[src/rtl/xor_parity_rx.sv]
// Serial frame receiver: start bit, DATA_W data bits LSB first, parity bit, stop bit.
// Optional mid-frame idle timeout is enabled by defining RX_TIMEOUT_EN.
module xor_parity_rx #(
  parameter int DATA_W      = 8,
  parameter int ODD_PARITY  = 0,
  parameter int TIMEOUT_CYC = 64
) (
  input  logic              clk,
  input  logic              rst,
  input  logic              bit_in,
  input  logic              bit_vld,
  output logic [DATA_W-1:0] data_out,
  output logic              data_vld,
  output logic              parity_err,
  output logic              frame_err,
  output logic              timeout_err,
  output logic              busy
);

  typedef enum logic [1:0] {IDLE, DATA, PARITY, STOP} state_t;

  localparam int               CNT_W    = (DATA_W > 1) ? $clog2(DATA_W) : 1;
  localparam logic [CNT_W-1:0] LAST_BIT = CNT_W'(DATA_W - 1);
  localparam logic             ODD      = (ODD_PARITY != 0);

  state_t            state;
  state_t            next_state;
  logic [CNT_W-1:0]  cnt;
  logic              acc;
  logic              p_err;
  logic [DATA_W-1:0] shreg;
  logic              timeout_hit;

`ifdef RX_TIMEOUT_EN
  localparam int              TO_W    = $clog2(TIMEOUT_CYC + 1);
  localparam logic [TO_W-1:0] TO_LAST = TO_W'(TIMEOUT_CYC - 1);

  logic [TO_W-1:0] idle_cnt;

  // The abort fires on the TIMEOUT_CYC-th consecutive strobe-less busy cycle.
  assign timeout_hit = busy && !bit_vld && (idle_cnt == TO_LAST);

  always_ff @(posedge clk or posedge rst) begin
    if (rst) begin
      idle_cnt    <= '0;
      timeout_err <= 1'b0;
    end else begin
      timeout_err <= timeout_hit;
      if (bit_vld || !busy || timeout_hit)
        idle_cnt <= '0;
      else
        idle_cnt <= idle_cnt + 1'b1;
    end
  end
`else
  logic unused_timeout;

  assign timeout_hit    = 1'b0;
  assign timeout_err    = 1'b0;
  assign unused_timeout = ^TIMEOUT_CYC;
`endif

  always_ff @(posedge clk or posedge rst) begin
    if (rst)
      state <= IDLE;
    else
      state <= next_state;
  end

  always_comb begin
    next_state = state;
    if (timeout_hit) begin
      next_state = IDLE;
    end else if (bit_vld) begin
      case (state)
        IDLE:    if (!bit_in) next_state = DATA;
        DATA:    if (cnt == LAST_BIT) next_state = PARITY;
        PARITY:  next_state = STOP;
        STOP:    next_state = IDLE;
        default: next_state = IDLE;
      endcase
    end
  end

  always_comb begin
    busy = (state != IDLE);
  end

  // A frame is always delivered at the stop strobe; its status flags describe that frame only.
  always_ff @(posedge clk or posedge rst) begin
    if (rst) begin
      cnt        <= '0;
      acc        <= 1'b0;
      p_err      <= 1'b0;
      shreg      <= '0;
      data_out   <= '0;
      data_vld   <= 1'b0;
      parity_err <= 1'b0;
      frame_err  <= 1'b0;
    end else begin
      data_vld <= 1'b0;
      if (bit_vld) begin
        case (state)
          IDLE: begin
            if (!bit_in) begin
              cnt   <= '0;
              acc   <= 1'b0;
              shreg <= '0;
            end
          end
          DATA: begin
            shreg[cnt] <= bit_in;
            acc        <= acc ^ bit_in;
            cnt        <= cnt + 1'b1;
          end
          PARITY: begin
            p_err <= acc ^ bit_in ^ ODD;
          end
          STOP: begin
            data_out   <= shreg;
            parity_err <= p_err;
            frame_err  <= ~bit_in;
            data_vld   <= 1'b1;
          end
          default: begin
            cnt <= '0;
          end
        endcase
      end
    end
  end

endmodule

[config.mk]
export PLATFORM = sky130hd
export DESIGN_NAME = xor_parity_rx
export DESIGN_NICKNAME = d
export VERILOG_FILES = /design/src/rtl/xor_parity_rx.sv
export SDC_FILE = /design/constraint.sdc
export NUM_CORES = 1
export LEC_CHECK = 0
export BUFFER_PORTS_ARGS = -buffer_cell sky130_fd_sc_hd__buf_2
export CORE_UTILIZATION = 61
export DETAILED_ROUTE_END_ITERATION = 12
export GPL_TIMING_DRIVEN = 0
export PLACE_DENSITY = 0.83
export SLEW_MARGIN = 40
export SYNTH_ARGS = -nofsm -noshare
export SYNTH_HDL_FRONTEND = slang
export SYNTH_SLANG_ARGS = --single-unit
[constraint.sdc]
create_clock -name clk -period 3.5 [get_ports clk]
set_clock_uncertainty 0.15 [all_clocks]
set_input_delay 0.7 -clock clk [delete_from_list [all_inputs] [get_ports clk]]
set_output_delay 0.7 -clock clk [all_outputs]
set_load 0.02 [all_outputs]
==> results of run 1 <==
==> critical path, cell delays in order (launching register included) <==
cell and delay (ps):
dfrtp_1 420, inv_1 100, ha_1 210, buf_6 140, inv_1 40, buf_2 150
==> cell families (layout without fill, tap and decap cells) <==
group	Yosys count	in the layout	share of synthesized area
simple gates	33	33	0.142
fa+ha+maj	7	7	0.0622
flops	26	26	0.462
compound gates	24	24	0.139
buf+inv	19	35	0.0852
xor+xnor	1	1	0.00622
other cells	1	1	0.00266
mux	13	13	0.101
==> routing by layer <==
| layer | wire (microns) | global-route usage | vias to the layer above |
|---|---|---|---|
| li1 | - | - | 477 |
| met1 | 1180 | 0.296 | 462 |
| met2 | 1270 | 0.411 | 24 |
| met3 | 79 | 0.0463 | 5 |
| met4 | 39 | 0.0857 | 0 |
| met5 | 0 | 0 | - |
==> registers in the layout, indices dropped and copies added, names as in the netlist, 2 cells and up <==
register  cells
data_out      8
state         2
cnt           3
shreg         8
==> power breakdown <==
part | leakage [nW] | internal (mW) | switching (mW)
combinational | 0.463 | 0.295 | 0.348
sequential | 0.329 | 0.428 | 0.0879
clock | 0.0138 | 0.0404 | 0.0889
==> path summary, 6_finish.rpt <==
path	from	end	slack [ps]	cells past startpoint
max	state[0]	busy	1270	5
max in group asynchronous	rst	shreg[2]	2610	2
min	rst	data_out[3]	240	2
min reg2reg	parity_err	parity_err	370	1
min in group clk	parity_err	parity_err	370	1
max reg2reg	state[0]	shreg[0]	1720	7
==> placed cells by master, fill, tap and decap left out, types with 2 or more instances in the layout <==
master      n
a211o_1     7
a21o_2      2
a21oi_1     3
a31oi_1     3
buf_2      16
buf_4       2
buf_6       5
clkbuf_4    3
dfrtp_1    26
ha_1        7
inv_1       7
inv_2       2
mux2_2     10
mux2i_1     3
nand2_1    11
nand2b_1    2
nand4b_1    2
nand4bb_1   2
nor2_1      2
nor3_1      2
nor4_1      4
o211a_1     2
o311a_1     3
==> area by class of cell <==
cell class	count	area (sq um)
well taps	28	35.0
fillers	148	659
plain buffers	10	86.3
repair buffers	13	65.1
multi-input cells	79	638
inverters	9	33.8
flip-flops and latches	26	651
clock buffers	3	22.5
==> run_results.csv, run 1 <==
group,metric,value,unit
cells_and_area,drive_above_1_share,0.321,
cells_and_area,layout.nets,153,
yosys,synth_top_area_cell,"dfrtp_1",
power,finalPower,1.29,mW
cts,cts_tree,"built",
yosys,yosysSeqAreaShare,0.462,
power,p_per_area,840,nW/um^2
die,initial_utilization,0.643,
grt,grt_max_degree,27,
sta,finalHoldViolations,0,
sta,finalWorstSetupSlack,1270,ps
setup_path,endpoint_kind,"primary output",
placed_design,port_buffers,13,
yosys,yosysUniqueCellTypes,36,
setup_path,worstSetupPathType,"reg -> out",
placed_design,place_ws,1630,ps
sta,min_period,2230,ps
sta,setup_viol,0,
yosys,synthFlopType,"dfrtp_1",
cells_and_area,design_area,1530,sq um
cts,cts_buffers,3,
sta,rsz0062_at_grt,"no",
drt,wl,2560,microns
die,die_h,50.1,microns
yosys,synth.most_common_cell,"dfrtp_1",
sta,finalSetupTns,0,ps
job,drv_cap,0,
power,ir_drop,0.000530,V
placed_design,dpl_cell_area,1510,sq um
placed_design,dpl.hpwl,1870,microns
drt,vias,968,
yosys,synth_area,1410,sq um
cts,post_cts_buffers,0,
yosys,postSynthAreaPerCell,11.4,sq um
sta,drv_slew,0,
cts,path_clk_slew,140,ps
yosys,synth.area.top_cells,"dfrtp_1 (46%), mux2_2 (8.0%), ha_1 (6.2%), a211o_1 (4.4%), buf_6 (4.0%)",
die,io_pins,17,
setup_path,cp_data_arrival_time,1380,ps
drt,drt_iter0_markers,20,
setup_path,critical_path.startpoint_type,"register",
cts,cts_resized,0,
setup_path,critical_path.max_fanout,10,
drt,wl_per_cell,15.3,microns
cells_and_area,final_util,0.699,
grt,grt_pass1_vias,970,
power,p_leak,0.806,nW
drt,vias_per_cell,5.76,
grt,track_usage,0.240,
yosys,yosysWarnings,0,
yosys,synth_cells,124,
yosys,synthArstFlopShare,1.00,
cts,cts.sinks,26,
outcome,status,"complete, no violations",
cells_and_area,antenna_cells,0,
yosys,ys_ff_latch,26,
placed_design,gp_congestion,0.793,
sta,hold_ws,236,ps
cts,cts_max_level,1,
sta,maxSlewHeadroom,0.652,
grt,grt_pass1_wl,4420,microns
yosys,synth_top_area_share,0.462,
die,dieArea,2510,sq um
cells_and_area,area_growth,8.70,%
yosys,ys_top_cells_by_count,"dfrtp_1 (26), nand2_1 (11), mux2_2 (10)",
drt,dr.pass1.iters,4,
grt,globalRouteOverflowTotal,0,
min_path,hold_path_class,"in -> async",
sta,max_freq,449,MHz
drt,antenna_left,0,
yosys,synth-edff-count,0,
die,design.core.area,2190,sq um
cts,cts_root_buffer,"clkbuf_4",
die,rows,17,
cts,clk_latency,320,ps
grt,grt_antenna_before_repair,0,
drt,drc,0,
yosys,synth_nets,135,
cells_and_area,fin_cells,168,
die,die_w,50.1,microns
cts,cts.path.max_buffers,2,
setup_path,cp.required,2650,ps
placed_design,dp_cells,165,
cts,cts_hold_buf,0,
sta,period_share,0.636,
sta,tightest_slew,521,ps
No activity file was read; power rests on OpenSTA's default activity.
==> inputs of run 2 (changes only) <==
ABC_AREA = 1   (was default)
CORE_UTILIZATION = 56   (was 61)
PLACE_DENSITY = 0.78   (was 0.83)
clock period = 2.3 ns   (was 3.5 ns; I/O delays follow)
==> run_results.csv, run 2 <==
group,metric,value,unit
grt,grt_antenna_before_repair,0,
power,ir_drop,0.000716,V
setup_path,critical_path.max_fanout,4,
sta,min_period,1900,ps
setup_path,crit_buf_inv,3,
placed_design,port_buffers,15,
die,dieArea,2520,sq um
cells_and_area,fin_cells,205,
cells_and_area,layout_common_cells,"nand2_1 (76), dfrtp_1 (26), buf_2 (16)",
yosys,synth_top_area_share,0.500,
yosys,ys_top_cells_by_count,"nand2_1 (76), dfrtp_1 (26), inv_1 (11), nand3_1 (11), nand3b_1 (8)",
drt,met3_length,53,microns
yosys,synth_nets,169,
setup_path,cp_top_family,"flip-flops",
yosys,synth.most_common_cell,"nand2_1",
grt,grt_max_degree,27,
setup_path,cp_data_arrival_time,1290,ps
sta,period_share,0.827,
yosys,postSynthAreaPerCell,8.23,sq um
cells_and_area,reg_top3,"data_out x8, shreg x8, cnt x3",
yosys,synth_area,1300,sq um
sta,drv_slew,0,
drt,dr.pass1.iters,5,
die,rows,17,
die,io_pins,17,
drt,drt_iter0_markers,19,
setup_path,critPathMaxStageDelay,440,ps
grt,track_usage,0.217,
drt,vias_per_cell,5.00,
yosys,ys_ff_latch,26,
sta,tightest_slew,541,ps
cells_and_area,antenna_cells,0,
yosys,yosysUniqueCellTypes,20,
die,design.core.area,2190,sq um
power,p_per_area,1020,nW/um^2
cells_and_area,drive_above_1_share,0.158,
cts,cts_tree,"built",
cts,post_cts_buffers,0,
outcome,status,"complete, no violations",
placed_design,gp_congestion,0.811,
cts,cts_root_buffer,"clkbuf_4",
drt,wl_per_cell,11.1,microns
setup_path,cpMaxStageDelayCell,"dfrtp_1",
drt,antenna_left,0,
grt,grt_pass1_wl,4070,microns
cts,cts_resized,0,
setup_path,cp.required,1690,ps
sta,maxSlewHeadroom,0.639,
sta,max_freq,526,MHz
drt,top_layer,"met4",
cells_and_area,area_growth,11.3,%
power,finalPower,1.48,mW
power,p_leak,0.835,nW
sta,finalSetupTns,0,ps
yosys,yosysWarnings,0,
cts,cts_buffers,3,
cells_and_area,layout.nets,189,
cts,cts.sinks,26,
setup_path,worstSetupPathType,"reg -> out",
drt,vias,1026,
min_path,hold_path_class,"in -> async",
cells_and_area,nFillCells,175,
yosys,synthFlopType,"dfrtp_1",
die,die_h,50.2,microns
die,initial_utilization,0.593,
grt,globalRouteOverflowTotal,0,
drt,m1WireLength,1060,microns
cts,cts.path.max_buffers,2,
cts,path_clk_slew,150,ps
yosys,synth_top_area_cell,"dfrtp_1",
drt,drc,0,
setup_path,endpoint_kind,"primary output",
yosys,synth-edff-count,0,
die,die_w,50.2,microns
cts,clk_latency,320,ps
setup_path,path_cells,"inv_1, ha_1, inv_1, buf_2",
yosys,yosysSeqAreaShare,0.500,
yosys,synth.area.top_cells,"dfrtp_1 (50%), nand2_1 (22%), ha_1 (6.7%), nand3b_1 (4.6%), nand3_1 (4.2%)",
placed_design,place_ws,695,ps
cells_and_area,layout_commonest_cell,"nand2_1",
yosys,synthArstFlopShare,1.00,
placed_design,dpl.hpwl,1670,microns
sta,setup_viol,0,
setup_path,crit_path_frequent_cell,"inv_1",
sta,finalHoldViolations,0,
cts,cts_max_level,1,
drt,met2_length,1150,microns
yosys,synth_cells,158,
drt,wl,2280,microns
sta,finalWorstSetupSlack,398,ps
setup_path,critical_path.startpoint_type,"register",
job,drv_cap,0,
cts,cts_hold_buf,0,
grt,grt_pass1_vias,970,
placed_design,dp_cells,201,
sta,rsz0062_at_grt,"no",
-- run 2: cell types whose count changed after synthesis, moves of 4 or more --
| cell | change |
|---|---|
| mux2_2 | -10 |
| nand3b_1 | +8 |
| nor4_1 | -4 |
| nand3_1 | +10 |
| a211o_1 | -7 |
| nand2_1 | +65 |
-- run 2: layer usage --
layer  up-vias  global-route usage
met2        12               0.393
met1       488               0.255
met5         -                   0
met3         2              0.0273
li1        524                   -
met4         0              0.0857
-- run 2: layout make-up --
type | count | area, sq um | area share
inverter | 13 | 48.8 | 0.0337
buffer | 5 | 48.8 | 0.0337
timing repair buffer | 15 | 75.1 | 0.0519
clock buffer | 4 | 36.3 | 0.0251
tap | 28 | 35.0 | 0.0242
sequential | 26 | 651 | 0.450
multi-input combinational | 114 | 552 | 0.381
-- run 2: path summary, 6_finish.rpt --
check | slack, ps | to | cells after the start | from
setup / recovery | 400 | busy | 4 | state[1]
hold / removal | 8 | shreg[4] | 2 | rst
setup reg to reg | 680 | shreg[6] | 9 | state[0]
hold reg to reg | 340 | shreg[1] | 2 | shreg[1]
max in group asynchronous | 1630 | data_vld | 2 | rst
min in group clk | 240 | frame_err | 2 | bit_in
-- run 2: metrics by stage --
step                       util  area [sq um]  hold WS (ps)
after floorplan               -          1300           292
after global placement    0.644          1410           307
after detailed placement  0.644          1410           309
after CTS                 0.660          1450          26.0
after global routing      0.660          1450          46.7
final                     0.660          1450          7.99
-- run 2: kinds of logic (layout without fill, tap and decap cells) --
group           Yosys count  after routing  share of synthesized area
compound gates            5              5                     0.0212
flops                    26             26                      0.500
buf+inv                  18             37                     0.0751
other cells               1              1                    0.00288
fa+ha+maj                 7              7                     0.0674
xor+xnor                  1              1                    0.00674
simple gates            100            100                      0.326
-- run 2: where the power goes --
part,switching [mW],internal (mW)
registers,0.0712,0.549
logic,0.395,0.234
clock network,0.135,0.0967
total,0.601,0.880
==> inputs of run 3 (changes only) <==
ABC_AREA = 0   (was 1)
CORE_UTILIZATION = 51   (was 56)
PLACE_DENSITY = 0.74   (was 0.78)
clock period = 1.6 ns   (was 2.3 ns; I/O delays follow)
==> run_results.csv, run 3 (synthesized netlist as in run 1, its figures left out) <==
group,metric,value,unit
min_path,min_path_cells,2,
power,p_int,1.96,mW
drt,drt_iter0_markers,21,
grt,grt_pass1_vias,1018,
die,io_pins,17,
sta,finalWorstSetupSlack,-75.3,ps
setup_path,cp.required,1130,ps
job,drv_cap,0,
die,design.core.area,2540,sq um
placed_design,dp_cells,167,
power,combPwrFrac,0.571,
cells_and_area,layout_common_cells,"dfrtp_1 (26), buf_4 (14), buf_2 (13)",
cts,path_clk_slew,130,ps
power,clkPwrFrac,0.086,
cells_and_area,nFillCells,197,
drt,drc,0,
sta,min_period,1680,ps
cts,cts_buffers,3,
drt,vias,1064,
die,dieArea,2980,sq um
cts,cts_max_level,1,
grt,grt_pass1_wl,4500,microns
cells_and_area,drive_above_1_share,0.464,
sta,hold_ws,74.7,ps
grt,grt_max_degree,27,
grt,grt_antenna_before_repair,0,
sta,maxSlewHeadroom,0.644,
cells_and_area,fin_cells,183,
sta,period_share,1.05,
power,ir_drop,0.00144,V
outcome,status,"finished with violations",
die,initial_utilization,0.554,
cells_and_area,layout.nets,166,
placed_design,gp_congestion,0.880,
min_path,hold_start,"bit_vld",
power,p_per_area,1870,nW/um^2
placed_design,dpl.hpwl,1780,microns
grt,globalRouteOverflowTotal,0,
die,rows,18,
drt,vias_per_cell,5.81,
power,p_seq_frac,0.344,
die,die_h,54.6,microns
setup_path,r2r_cells,7,
power,p_sw_frac,0.398,
sta,finalSetupTns,-386,ps
cts,cts_tree,"built",
cells_and_area,layout_commonest_cell,"dfrtp_1",
outcome,violations,"negative setup slack",
sta,drv_slew,0,
cells_and_area,area_growth,23.4,%
cells_and_area,reg_top3,"data_out x8, shreg x8, cnt x3",
setup_path,critPathLaunch,"state[1]",
min_path,hold_path_class,"in -> reg",
setup_path,critPathMaxStageDelay,420,ps
sta,rsz0062_at_grt,"yes",
drt,antenna_left,0,
setup_path,cp_data_arrival_time,1210,ps
drt,wl_per_cell,16.0,microns
sta,finalHoldViolations,0,
drt,wl,2930,microns
sta,setup_viol,9,
cells_and_area,antenna_cells,0,
setup_path,cpMaxStageDelayCell,"dfrtp_1",
power,p_switching,1.30,mW
drt,dr.pass1.iters,4,
setup_path,critical_path.max_fanout,6,
setup_path,critical_path.startpoint_type,"register",
die,die_w,54.6,microns
sta,max_freq,597,MHz
cells_and_area,final_util,0.683,
setup_path,endpoint_kind,"primary output",
setup_path,path_cells,"inv_2, ha_4, inv_2, buf_6",
setup_path,crit_path_frequent_cell,"inv_2",
cts,cts.path.max_buffers,2,
grt,track_usage,0.212,
placed_design,port_buffers,13,
power,p_leak,0.885,nW
cts,cts.sinks,26,
cts,cts_root_buffer,"clkbuf_4",
setup_path,r2r-start,"state[0]",
cts,clk_latency,320,ps
setup_path,worstSetupPathType,"reg -> out",
sta,tightest_slew,534,ps
==> run 3: changes by cell type in the layout (fill, tap and decap cells not counted), sizes merged, moves of 4 or more <==
| cell | delta |
|---|---|
| nand2 | -66 |
| buf | +16 |
| mux2 | +10 |
| nand3 | -10 |
| nand3b | -8 |
| a211o | +7 |
| nor4 | +4 |
==> run 3: timing repair <==
action / CTS / global route
cloned: 1 / 0
pin swaps: 2 / 10
setup endpoints to repair: 21 / 22
buffers inserted: 7 / 5
hold buffers: 1 / 0
resized for setup: 10 / 14
endpoints found under the hold margin: 26 / 0
==> run 3: worst paths after layout <==
check | endpoint | slack, ps
max | busy | -80
min in group asynchronous | data_vld | 420
max in group asynchronous | shreg[5] | 520
min | p_err | 70
max reg2reg | shreg[3] | -50
min reg2reg | frame_err | 350
==> run 3: per-layer routing <==
metal  track usage  share of wire  vias to the layer above
met5             0              0                        -
met4         0.103          0.016                        0
met3        0.0250          0.027                        4
met2         0.356           0.50                       24
met1         0.268           0.46                      533
li1              -              -                      503
==> run 3: power by group through the flow <==
| stage | combinational (mW) | sequential [mW] | clock (mW) |
|---|---|---|---|
| final | 1.86 | 1.12 | 0.279 |
| after global routing | 2.00 | 1.16 | 0.314 |
| after CTS | 1.64 | 1.11 | 0.287 |
| after detailed placement | 1.42 | 1.15 | 0 |
| after global placement | 1.40 | 1.13 | 0 |
| after floorplan | 0.982 | 1.25 | 0 |
==> run 3: worst max-delay path, delay by kind of cell (launching register included) <==
family | cells | cell delay (ps)
buf+inv | 3 | 280
fa+ha+maj | 1 | 190
flops | 1 | 420
==> run 3: area by class of cell <==
cell class,instances,area [sq um],share of cell area
buffer,9,83.8,0.0482
timing repair buffer,27,186,0.107
multi-input combinational,79,724,0.417
inverter,9,33.8,0.0194
tap,30,37.5,0.0216
clock buffer,3,22.5,0.0129
sequential,26,651,0.374
==> run 3: stage by stage <==
stage / power [mW] / cell area, sq um / setup slack, ps
floorplan: 2.23 / 1420 / 1.62
global placement: 2.52 / 1530 / -96.0
detailed placement: 2.58 / 1530 / -115
CTS: 3.04 / 1640 / -83.5
global route: 3.47 / 1740 / -136
finish: 3.25 / 1740 / -75.3
